### src/rtl/serial_subtractor_pkg.sv
// Shared types and helpers for the bit-serial subtractor.
// Holds FSM state encoding and a reference full-subtractor function.
package sub_pkg;

  typedef enum logic [1:0] {
    ST_IDLE  = 2'd0,
    ST_SHIFT = 2'd1,
    ST_DONE  = 2'd2
  } state_t;

  // Returns {bout, d} for a - b - bin.
  function automatic logic [1:0] full_sub(
    input logic a,
    input logic b,
    input logic bin
  );
    logic d;
    logic bout;
    d    = a ^ b ^ bin;
    bout = (~a & b) | (~(a ^ b) & bin);
    return {bout, d};
  endfunction

endpackage

### src/rtl/serial_subtractor_if.sv
// Request/result bundle for serial_subtractor.
// master: start/A/B out, status/result in; slave: the reverse.
interface serial_subtractor_if #(
  parameter int WIDTH = 8
);

  logic             start;
  logic [WIDTH-1:0] A;
  logic [WIDTH-1:0] B;
  logic             ready;
  logic             busy;
  logic             done;
  logic [WIDTH-1:0] Diff;
  logic             Borr;

  modport master (
    output start, A, B,
    input  ready, busy, done, Diff, Borr
  );

  modport slave (
    input  start, A, B,
    output ready, busy, done, Diff, Borr
  );

endinterface

### src/rtl/serial_subtractor_full_subtractor_bit.sv
// Combinational one-bit full subtractor built from two half subtractors.
// Ports: a, b, bin in; d (difference), bout (borrow out) out.
module half_subtractor (
  input  logic a,
  input  logic b,
  output logic d,
  output logic bout
);

  assign d    = a ^ b;
  assign bout = ~a & b;

endmodule

module full_subtractor_bit (
  input  logic a,
  input  logic b,
  input  logic bin,
  output logic d,
  output logic bout
);

  logic d1;
  logic b1;
  logic b2;

  half_subtractor u_hs0 (
    .a    (a),
    .b    (b),
    .d    (d1),
    .bout (b1)
  );

  half_subtractor u_hs1 (
    .a    (d1),
    .b    (bin),
    .d    (d),
    .bout (b2)
  );

  assign bout = b1 | b2;

endmodule

### src/rtl/serial_subtractor.sv
// Bit-serial WIDTH-bit subtractor: Diff = A - B, Borr = (A < B), LSB first.
// Ports: clk, rst (sync, active high), bus (slave: start/A/B in, ready/busy/done/Diff/Borr out).
module serial_subtractor
  import sub_pkg::*;
#(
  parameter int WIDTH = 8
) (
  input  logic                clk,
  input  logic                rst,
  serial_subtractor_if.slave  bus
);

  localparam int              CNT_W = $clog2(WIDTH + 1);
  localparam logic [CNT_W-1:0] LAST = CNT_W'(WIDTH - 1);

  state_t           state_q;
  state_t           state_d;

  logic [WIDTH-1:0] a_sh;
  logic [WIDTH-1:0] b_sh;
  logic [WIDTH-1:0] d_sh;
  logic [WIDTH-1:0] d_nxt;
  logic [WIDTH-1:0] diff_q;
  logic [CNT_W-1:0] cnt;
  logic             br;
  logic             borr_q;
  logic             d;
  logic             bout;
  logic             last;

  full_subtractor_bit u_fs (
    .a    (a_sh[0]),
    .b    (b_sh[0]),
    .bin  (br),
    .d    (d),
    .bout (bout)
  );

  assign last = (cnt == LAST);

  // New bit enters at the MSB; after WIDTH shifts bit 0 holds the LSB.
  always_comb begin
    d_nxt            = d_sh >> 1;
    d_nxt[WIDTH-1]   = d;
  end

  always_comb begin
    state_d = state_q;
    unique case (state_q)
      ST_IDLE,
      ST_DONE:  state_d = bus.start ? ST_SHIFT : ST_IDLE;
      ST_SHIFT: state_d = last ? ST_DONE : ST_SHIFT;
      default:  state_d = ST_IDLE;
    endcase
  end

  always_ff @(posedge clk) begin
    if (rst) begin
      state_q <= ST_IDLE;
      a_sh    <= '0;
      b_sh    <= '0;
      d_sh    <= '0;
      cnt     <= '0;
      br      <= 1'b0;
      diff_q  <= '0;
      borr_q  <= 1'b0;
    end else begin
      state_q <= state_d;
      unique case (state_q)
        ST_IDLE,
        ST_DONE: begin
          if (bus.start) begin
            a_sh <= bus.A;
            b_sh <= bus.B;
            d_sh <= '0;
            cnt  <= '0;
            br   <= 1'b0;
          end
        end
        ST_SHIFT: begin
          a_sh <= a_sh >> 1;
          b_sh <= b_sh >> 1;
          d_sh <= d_nxt;
          br   <= bout;
          cnt  <= cnt + CNT_W'(1);
          // Results are only exposed on the completion edge.
          if (last) begin
            diff_q <= d_nxt;
            borr_q <= bout;
          end
        end
        default: ;
      endcase
    end
  end

  assign bus.ready = (state_q != ST_SHIFT);
  assign bus.busy  = (state_q == ST_SHIFT);
  assign bus.done  = (state_q == ST_DONE);
  assign bus.Diff  = diff_q;
  assign bus.Borr  = borr_q;

endmodule

### src/flat_wrapper.sv
// flat-port wrapper written by rule: the top's interface ports become plain ports
module serial_subtractor_flat import sub_pkg::*;
#(
  parameter int WIDTH = 8
)
  (clk, rst, bus_start, bus_A, bus_B, bus_ready, bus_busy, bus_done, bus_Diff, bus_Borr);
  serial_subtractor_if #(.WIDTH(WIDTH)) bus_i ();
  input  logic clk;
  input  logic rst;
  input wire logic [$bits(bus_i.start)-1:0] bus_start;
  input wire logic [$bits(bus_i.A)-1:0] bus_A;
  input wire logic [$bits(bus_i.B)-1:0] bus_B;
  output wire logic [$bits(bus_i.ready)-1:0] bus_ready;
  output wire logic [$bits(bus_i.busy)-1:0] bus_busy;
  output wire logic [$bits(bus_i.done)-1:0] bus_done;
  output wire logic [$bits(bus_i.Diff)-1:0] bus_Diff;
  output wire logic [$bits(bus_i.Borr)-1:0] bus_Borr;
  assign bus_i.start = bus_start;
  assign bus_i.A = bus_A;
  assign bus_i.B = bus_B;
  assign bus_ready = bus_i.ready;
  assign bus_busy = bus_i.busy;
  assign bus_done = bus_i.done;
  assign bus_Diff = bus_i.Diff;
  assign bus_Borr = bus_i.Borr;
  serial_subtractor #(.WIDTH(WIDTH)) u_core (.clk(clk), .rst(rst), .bus(bus_i));
endmodule
### config.mk
export PLATFORM = sky130hd
export DESIGN_NAME = serial_subtractor_flat
export DESIGN_NICKNAME = d
export VERILOG_FILES = /design/src/rtl/serial_subtractor_pkg.sv /design/src/rtl/serial_subtractor_if.sv /design/src/rtl/serial_subtractor_full_subtractor_bit.sv /design/src/rtl/serial_subtractor.sv /design/src/flat_wrapper.sv
export SDC_FILE = /design/constraint.sdc
export NUM_CORES = 1
export LEC_CHECK = 0
export CAP_MARGIN = 20
export CORE_MARGIN = 2
export CORE_UTILIZATION = 31
export CTS_CLUSTER_DIAMETER = 200
export CTS_CLUSTER_SIZE = 24
export DETAILED_ROUTE_END_ITERATION = 7
export PLACE_DENSITY = 0.53
export SLEW_MARGIN = 40
export SYNTH_ARGS = -nofsm -noshare
export SYNTH_HDL_FRONTEND = slang
export SYNTH_HIERARCHICAL = 1
export SYNTH_SLANG_ARGS = --single-unit
### constraint.sdc
create_clock -name clk -period 4.1 [get_ports clk]
set_input_delay 1.23 -clock clk [delete_from_list [all_inputs] [get_ports clk]]
set_output_delay 1.23 -clock clk [all_outputs]
set_load 0.02 [all_outputs]
==> flow_summary.html, run 1 <==
<table>
<tr><th>Metric</th><th>Value</th></tr>
<tr><th colspan="2">Final layout</th></tr>
<tr><td>Post-Layout Inst Area</td><td>0.002117 mm²</td></tr>
<tr><td>Number of antenna repair diodes</td><td>0</td></tr>
<tr><td>Most used cells in the layout excluding fill and tap cells</td><td>dfxtp_1, clkdlybuf4s50_1, a21oi_1</td></tr>
<tr><td>Share of the core filled with cells in the final layout</td><td>0.4093</td></tr>
<tr><td>Layout cell share with drive strength beyond 1</td><td>0.08019</td></tr>
<tr><td>Leading cell type in the layout, fill and taps excluded</td><td>dfxtp_1</td></tr>
<tr><td>Final layout net count</td><td>233</td></tr>
<tr><td>Fill count</td><td>545</td></tr>
<tr><td>Synthesis-to-finish area growth</td><td>25.52%</td></tr>
<tr><th colspan="2">Global routing</th></tr>
<tr><td>Number of antenna violations at the first check in global routing</td><td>0</td></tr>
<tr><td>Wire length of the first global-routing pass</td><td>6113 µm</td></tr>
<tr><td>Total track usage</td><td>0.1274</td></tr>
<tr><td>Largest net degree at the start of global routing</td><td>31</td></tr>
<tr><td>Number of global-route vias before repair</td><td>1291</td></tr>
<tr><td>Grt total ovfl</td><td>0</td></tr>
<tr><th colspan="2">STA</th></tr>
<tr><td>Max transition margin</td><td>0.5381</td></tr>
<tr><td>Setup TNS</td><td>0 ns</td></tr>
<tr><td>Final critical path time including I/O delays and setup</td><td>3.024 ns</td></tr>
<tr><td>Worst-case clock skew</td><td>0.002257 ns</td></tr>
<tr><td>Worst setup slack after layout</td><td>1.076 ns</td></tr>
<tr><td>Number of hold-slack violations in the final timing report</td><td>0</td></tr>
<tr><td>Number of pins exceeding their max-slew limit in the final report</td><td>0</td></tr>
<tr><td>Setup violation total in the final timing report</td><td>0</td></tr>
<tr><td>Crit share post-route</td><td>0.7375</td></tr>
<tr><td>RSZ-0062 raised after global routing</td><td>false</td></tr>
<tr><td>Pin slew with the least headroom to its limit</td><td>0.6914 ns</td></tr>
<tr><td>Timing-limited maximum frequency</td><td>0.3307 GHz</td></tr>
<tr><th colspan="2">Floorplan</th></tr>
<tr><td>Std-Cell Rows</td><td>26</td></tr>
<tr><td>Height of the chip</td><td>77.76 µm</td></tr>
<tr><td>Total core area</td><td>0.005172 mm²</td></tr>
<tr><td>DIE AREA</td><td>0.006047 mm²</td></tr>
<tr><td>Horizontal extent of the die</td><td>77.76 µm</td></tr>
<tr><td>Number of ports placed on the die boundary</td><td>31</td></tr>
<tr><td>Starting density of the core</td><td>0.3261</td></tr>
<tr><th colspan="2">Logic synthesis</th></tr>
<tr><td>Number of synthesized register bits</td><td>39</td></tr>
<tr><td>Net count of the mapped netlist</td><td>206</td></tr>
<tr><td>Post-Syn Instances</td><td>184</td></tr>
<tr><td>Proportion of synthesized chip area in sequential cells</td><td>0.4629</td></tr>
<tr><td>Post-synthesis instance area</td><td>0.001687 mm²</td></tr>
<tr><td>Number of distinct library cell variants in the gate-level netlist after synthesis</td><td>27</td></tr>
<tr><td>Total of warnings raised by yosys</td><td>6</td></tr>
<tr><td>Post-synthesis average cell area</td><td>9.166 µm²</td></tr>
<tr><th colspan="2">Route</th></tr>
<tr><td>Iteration-0 DRC Markers</td><td>78</td></tr>
<tr><td>Via count of the routed design</td><td>1360</td></tr>
<tr><td>Wirelength, routed</td><td>3539 µm</td></tr>
<tr><td>Antenna violation net count after detailed routing</td><td>0</td></tr>
<tr><td>Count of TritonRoute iterations in the first routing pass</td><td>4</td></tr>
<tr><td>Number of remaining DRC errors</td><td>0</td></tr>
<tr><td>Average wire per standard cell</td><td>12.55 µm</td></tr>
<tr><td>Drt via density</td><td>4.823</td></tr>
<tr><th colspan="2">CTS</th></tr>
<tr><td>Number of buffers inserted during clock tree synthesis</td><td>5</td></tr>
<tr><td>Count of instances resized after the clock tree is built</td><td>0</td></tr>
<tr><td>Clock-pin transition on the worst setup and hold timing paths</td><td>0.07 ns</td></tr>
<tr><td>Clk sink count</td><td>39</td></tr>
<tr><td>Buffers inserted during post-CTS setup optimization</td><td>0</td></tr>
<tr><td>Total of hold buffers inserted after clock tree synthesis</td><td>0</td></tr>
<tr><td>Max Root-Sink Buffers</td><td>2</td></tr>
<tr><td>H-Tree Level Count</td><td>2</td></tr>
<tr><td>Clk Latency, worst-skew pair</td><td>0.29 ns</td></tr>
<tr><td>Clock tree from TritonCTS</td><td>yes</td></tr>
<tr><td>Clock root buffer</td><td>clkbuf_8</td></tr>
<tr><th colspan="2">Placed design</th></tr>
<tr><td>Placed Instance Area</td><td>0.002017 mm²</td></tr>
<tr><td>Port buffer count</td><td>30</td></tr>
<tr><td>Detail Placement HPWL</td><td>2156 µm</td></tr>
<tr><td>Post-Place Worst Slack</td><td>1.234 ns</td></tr>
<tr><td>Final Wtd Congestion</td><td>0.6641</td></tr>
<tr><th colspan="2">Setup path</th></tr>
<tr><td>Crit end category</td><td>output port</td></tr>
<tr><td>Buffers &amp; Inverters on Critical Path</td><td>2</td></tr>
<tr><td>Startpoint type of the worst setup path</td><td>flop</td></tr>
<tr><td>Longest individual stage delay on the worst path</td><td>0.68 ns</td></tr>
<tr><td>Data arrival time of the worst path</td><td>1.79 ns</td></tr>
<tr><td>Required arrival time at the worst endpoint</td><td>2.87 ns</td></tr>
<tr><td>Crit Path Max Fanout</td><td>30</td></tr>
<tr><td>List of cells traversed by the critical path</td><td>nand2b_2 -&gt; buf_4 -&gt; clkdlybuf4s50_1</td></tr>
<tr><td>Type of the worst setup path</td><td>reg2out</td></tr>
<tr><td>Crit-path slowest cell</td><td>clkdlybuf4s50_1</td></tr>
<tr><td>Worst path top cell family by delay</td><td>buffers and inverters</td></tr>
<tr><th colspan="2">Pwr</th></tr>
<tr><td>Leakage</td><td>0.0007413 µW</td></tr>
<tr><td>Power Dens Cells</td><td>368.9 mW/mm²</td></tr>
<tr><td>Worst vdd ir</td><td>139.4 µV</td></tr>
<tr><th colspan="2">Hold path</th></tr>
<tr><td>Hold/Removal Path Class</td><td>reg2reg</td></tr>
<tr><th colspan="2">Run</th></tr>
<tr><td>Maximum capacitance violations</td><td>0</td></tr>
<tr><th colspan="2">Run status</th></tr>
<tr><td>Outcome</td><td>finished, final reports clean</td></tr>
</table>
cells by family after synthesis:
| group | after synthesis | synth area share |
|---|---|---|
| buffers and inverters | 20 | 0.06899 |
| and+or+nand+nor | 68 | 0.2240 |
| DFF | 39 | 0.4629 |
| AOI/OAI and AO/OA | 43 | 0.1528 |
| adders and majority gates | 3 | 0.02226 |
| muxes | 11 | 0.06899 |
through the flow:
stage          total power, µW  instances  hold WS (ns)
6_report                 780.9        282        0.4683
5_1_grt                  821.8        282        0.4910
4_1_cts                  795.4        282        0.4705
3_5_place_dp             504.6        274        0.4593
3_3_place_gp             504.0        274        0.4566
2_1_floorplan            473.1        184        0.4456
worst register-to-register path, cell delays in order, from the launching register on:
cell and delay, ns:
dfxtp_1 0.34, nor2b_1 0.55, buf_4 0.30, a22oi_1 0.08
a21oi_1 0.13
routing by layer:
layer	vias up	wire length (µm)	track usage
li1	691	-	-
met1	623	1691	0.1595
met2	38	1560	0.1922
met3	8	216	0.04535
met4	0	71	0.06429
met5	-	0	0
state kept, by name, indices dropped and copies added, names as in the netlist:
signal and cells:
u_core/a_sh 8, u_core/bus.Borr 1, u_core/bus.Diff 8, u_core/d_sh 7, u_core/state_q 2, u_core/br 1
u_core/cnt 4, u_core/b_sh 8
worst paths after layout:
| path | from | to | slack (ns) | depth (start not counted) |
|---|---|---|---|---|
| setup / recovery | u_core/state_q[1] | bus_ready | 1.08 | 3 |
| hold / removal | u_core/a_sh[1] | u_core/a_sh[1] | 0.47 | 2 |
| setup reg to reg | u_core/state_q[0] | u_core/b_sh[6] | 2.63 | 4 |
| hold reg to reg | u_core/a_sh[1] | u_core/a_sh[1] | 0.47 | 2 |
cell usage after synthesis:
| cell | count | share of area |
|---|---|---|
| buf_1 | 1 | 0.0022 |
| inv_1 | 4 | 0.0089 |
| a211oi_2 | 1 | 0.0074 |
| nand2b_1 | 20 | 0.074 |
| inv_4 | 1 | 0.0037 |
| mux2_4 | 1 | 0.0089 |
| mux2_1 | 1 | 0.0067 |
| nand3_1 | 26 | 0.077 |
| buf_6 | 2 | 0.013 |
| a21oi_1 | 28 | 0.083 |
| nor2_1 | 2 | 0.0045 |
| clkbuf_1 | 3 | 0.0067 |
| buf_2 | 4 | 0.012 |
| nor2b_1 | 2 | 0.0074 |
| nand4_1 | 1 | 0.0037 |
| ha_1 | 3 | 0.022 |
| nor2_8 | 1 | 0.012 |
| a22oi_1 | 14 | 0.062 |
| nand3b_1 | 1 | 0.0045 |
| or2_1 | 1 | 0.0037 |
| nand2_1 | 11 | 0.024 |
| nand2b_2 | 1 | 0.0052 |
| dfxtp_1 | 39 | 0.46 |
| buf_4 | 5 | 0.022 |
| nor3b_1 | 1 | 0.0045 |
| nor3_1 | 1 | 0.0030 |
| mux2i_1 | 9 | 0.053 |
report_power, final:
part / switching [µW] / internal (µW) / leakage [µW]
registers: 7.61 / 392 / 0.000317
logic: 52.6 / 42.4 / 0.000373
clock network: 132 / 154 / 0.0000515
cell type report:
cell class              instances  area [µm²]  area share
inverters                       5       21.27     0.01005
repair buffers                 35       337.8      0.1596
flip-flops and latches         39       780.7      0.3688
clock buffers                   8       100.1     0.04728
well taps                      70       87.58     0.04137
multi-input cells             125       789.5      0.3729
No activity file was read; power rests on OpenSTA's default activity.
==> run 2, diff against run 1 <==
==> constraint.sdc (replaced) <==
create_clock -name clk -period 2.8 [get_ports clk]
set_input_delay 0.84 -clock clk [delete_from_list [all_inputs] [get_ports clk]]
set_output_delay 0.84 -clock clk [all_outputs]
set_load 0.02 [all_outputs]
==> flow_summary.html, run 2 (synthesis results as in run 1) <==
<table>
<tr><th>Metric</th><th>Value</th></tr>
<tr><th colspan="2">Run status</th></tr>
<tr><td>Outcome</td><td>finished, final reports clean</td></tr>
<tr><th colspan="2">Setup path</th></tr>
<tr><td>CP Launch Point</td><td>u_core/state_q[1]</td></tr>
<tr><td>List of cells traversed by the critical path</td><td>nand2b_2 -&gt; inv_4 -&gt; clkdlybuf4s50_1</td></tr>
<tr><td>Data arrival time of the worst path</td><td>1.61 ns</td></tr>
<tr><td>Startpoint type of the worst setup path</td><td>flop</td></tr>
<tr><td>R2R Path Start</td><td>u_core/state_q[1]</td></tr>
<tr><td>Buffers &amp; Inverters on Critical Path</td><td>2</td></tr>
<tr><td>Type of the worst setup path</td><td>reg2out</td></tr>
<tr><td>Required arrival time at the worst endpoint</td><td>1.96 ns</td></tr>
<tr><td>End of the worst register-to-register path</td><td>u_core/cnt[3]</td></tr>
<tr><td>Setup slack on the worst flop-to-flop path</td><td>1.16 ns</td></tr>
<tr><td>Crit end category</td><td>output port</td></tr>
<tr><td>Crit-path slowest cell</td><td>clkdlybuf4s50_1</td></tr>
<tr><td>Depth of the worst register-to-register path</td><td>5</td></tr>
<tr><td>Longest individual stage delay on the worst path</td><td>0.60 ns</td></tr>
<tr><td>Worst path top cell family by delay</td><td>buffers and inverters</td></tr>
<tr><td>Crit Path Max Fanout</td><td>14</td></tr>
<tr><th colspan="2">Floorplan</th></tr>
<tr><td>Total core area</td><td>0.005172 mm²</td></tr>
<tr><td>Starting density of the core</td><td>0.3261</td></tr>
<tr><td>Height of the chip</td><td>77.76 µm</td></tr>
<tr><td>Std-Cell Rows</td><td>26</td></tr>
<tr><td>Horizontal extent of the die</td><td>77.76 µm</td></tr>
<tr><td>Number of ports placed on the die boundary</td><td>31</td></tr>
<tr><td>DIE AREA</td><td>0.006047 mm²</td></tr>
<tr><th colspan="2">Pwr</th></tr>
<tr><td>Power Dens Cells</td><td>513.9 mW/mm²</td></tr>
<tr><td>Worst vdd ir</td><td>236.7 µV</td></tr>
<tr><td>Leakage</td><td>0.0007420 µW</td></tr>
<tr><td>Overall power after layout</td><td>1086 µW</td></tr>
<tr><th colspan="2">STA</th></tr>
<tr><td>Final critical path time including I/O delays and setup</td><td>2.452 ns</td></tr>
<tr><td>Max transition margin</td><td>0.6590</td></tr>
<tr><td>Number of pins exceeding their max-slew limit in the final report</td><td>0</td></tr>
<tr><td>Number of hold-slack violations in the final timing report</td><td>0</td></tr>
<tr><td>Pin slew with the least headroom to its limit</td><td>0.5098 ns</td></tr>
<tr><td>RSZ-0062 raised after global routing</td><td>false</td></tr>
<tr><td>Crit share post-route</td><td>0.8758</td></tr>
<tr><td>Setup violation total in the final timing report</td><td>0</td></tr>
<tr><td>Worst-case clock skew</td><td>0.007315 ns</td></tr>
<tr><td>Setup TNS</td><td>0 ns</td></tr>
<tr><td>Worst hold slack</td><td>0.4685 ns</td></tr>
<tr><td>Timing-limited maximum frequency</td><td>0.4078 GHz</td></tr>
<tr><th colspan="2">Route</th></tr>
<tr><td>Count of TritonRoute iterations in the first routing pass</td><td>4</td></tr>
<tr><td>Average wire per standard cell</td><td>12.50 µm</td></tr>
<tr><td>Drt via density</td><td>4.827</td></tr>
<tr><td>Via count of the routed design</td><td>1371</td></tr>
<tr><td>Number of remaining DRC errors</td><td>0</td></tr>
<tr><td>Wirelength, routed</td><td>3551 µm</td></tr>
<tr><td>Iteration-0 DRC Markers</td><td>103</td></tr>
<tr><td>Antenna violation net count after detailed routing</td><td>0</td></tr>
<tr><th colspan="2">CTS</th></tr>
<tr><td>Max Root-Sink Buffers</td><td>2</td></tr>
<tr><td>Clock tree from TritonCTS</td><td>yes</td></tr>
<tr><td>Clock root buffer</td><td>clkbuf_8</td></tr>
<tr><td>Total of hold buffers inserted after clock tree synthesis</td><td>0</td></tr>
<tr><td>Clk sink count</td><td>39</td></tr>
<tr><td>Buffers inserted during post-CTS setup optimization</td><td>0</td></tr>
<tr><td>Clk Latency, worst-skew pair</td><td>0.28 ns</td></tr>
<tr><td>Count of instances resized after the clock tree is built</td><td>0</td></tr>
<tr><td>H-Tree Level Count</td><td>2</td></tr>
<tr><td>Clock-pin transition on the worst setup and hold timing paths</td><td>0.07 ns</td></tr>
<tr><td>Number of buffers inserted during clock tree synthesis</td><td>5</td></tr>
<tr><th colspan="2">Final layout</th></tr>
<tr><td>Synthesis-to-finish area growth</td><td>25.30%</td></tr>
<tr><td>Register Area</td><td>780.7 µm²</td></tr>
<tr><td>Area of combinational cells with multiple inputs</td><td>789.5 µm²</td></tr>
<tr><td>Share of the core filled with cells in the final layout</td><td>0.4086</td></tr>
<tr><td>Fill count</td><td>552</td></tr>
<tr><td>Final layout net count</td><td>235</td></tr>
<tr><td>Most used cells in the layout excluding fill and tap cells</td><td>dfxtp_1, clkdlybuf4s50_1, a21oi_1</td></tr>
<tr><td>Number of antenna repair diodes</td><td>0</td></tr>
<tr><td>Layout cell share with drive strength beyond 1</td><td>0.08411</td></tr>
<tr><td>Leading cell type in the layout, fill and taps excluded</td><td>dfxtp_1</td></tr>
<tr><th colspan="2">Global routing</th></tr>
<tr><td>Wire length of the first global-routing pass</td><td>5940 µm</td></tr>
<tr><td>Number of global-route vias before repair</td><td>1279</td></tr>
<tr><td>Number of antenna violations at the first check in global routing</td><td>0</td></tr>
<tr><td>Grt total ovfl</td><td>0</td></tr>
<tr><td>Largest net degree at the start of global routing</td><td>28</td></tr>
<tr><td>Total track usage</td><td>0.1234</td></tr>
<tr><th colspan="2">Placed design</th></tr>
<tr><td>Detail Placement HPWL</td><td>2293 µm</td></tr>
<tr><td>Port buffer count</td><td>30</td></tr>
<tr><td>Final Wtd Congestion</td><td>0.6752</td></tr>
<tr><th colspan="2">Hold path</th></tr>
<tr><td>End point of the most critical hold path</td><td>u_core/a_sh[1]</td></tr>
<tr><td>Hold/Removal Path Class</td><td>reg2reg</td></tr>
<tr><td>Worst Min Path Start</td><td>u_core/a_sh[1]</td></tr>
<tr><td>Number of cells traversed by the worst hold path</td><td>2</td></tr>
<tr><th colspan="2">Run</th></tr>
<tr><td>Maximum capacitance violations</td><td>0</td></tr>
</table>
run 2: worst min-delay path: cells and delay by family (launching register included):
kind / cells / cell delay [ns]
flops: 1 / 0.31
simple gates: 1 / 0.06
compound gates: 1 / 0.05
run 2: layout make-up:
| class | instances | area share |
|---|---|---|
| repair buffers | 37 | 0.1670 |
| inverters | 5 | 0.01007 |
| multi-input cells | 125 | 0.3736 |
| clock buffers | 7 | 0.03612 |
| clock inverters | 1 | 0.002368 |
| well taps | 70 | 0.04144 |
| flip-flops and latches | 39 | 0.3694 |
run 2: power by group:
group	switching, µW	internal, µW	leakage, µW
logic	77.9	64.3	0.000382
registers	11.2	575	0.000317
clock network	183	175	0.0000422
total	272	814	0.000742
run 2: worst max-delay path by stage:
stage / to / cells after the start / slack [ns]
final: bus_busy / 3 / 0.35
after global routing: bus_busy / 3 / 0.26
after CTS: bus_busy / 3 / 0.32
after detailed placement: u_core/bus.Diff[3] / 4 / 0.56
after global placement: u_core/bus.Diff[3] / 4 / 0.60
after floorplan: bus_busy / 3 / 1.13
run 2: through the flow:
step | std cells | worst slack [ns] | instance area, µm²
2_1_floorplan | 184 | 1.130 | 1687
3_3_place_gp | 276 | 0.6035 | 2032
3_5_place_dp | 276 | 0.5603 | 2032
4_1_cts | 284 | 0.3232 | 2113
5_1_grt | 284 | 0.2584 | 2113
6_report | 284 | 0.3477 | 2113
run 2: per-layer routing:
metal  share of wire  GRT usage  vias up
met1            0.47     0.1577      635
met5               0          0        -
met3           0.055    0.03605        2
li1                -          -      694
met2            0.47     0.1974       40
met4          0.0062    0.04286        0
==> run 3, diff against run 2 <==
--- a/config.mk
+++ b/config.mk
@@ -12,6 +12,7 @@
 export CTS_CLUSTER_SIZE = 24
 export DETAILED_ROUTE_END_ITERATION = 7
 export PLACE_DENSITY = 0.53
+export SKIP_LAST_GASP = 1
 export SLEW_MARGIN = 40
 export SYNTH_ARGS = -nofsm -noshare
 export SYNTH_HDL_FRONTEND = slang
==> results of run 3 <==
Same layout as run 2: the final DEF is identical, and so are final timing and power.
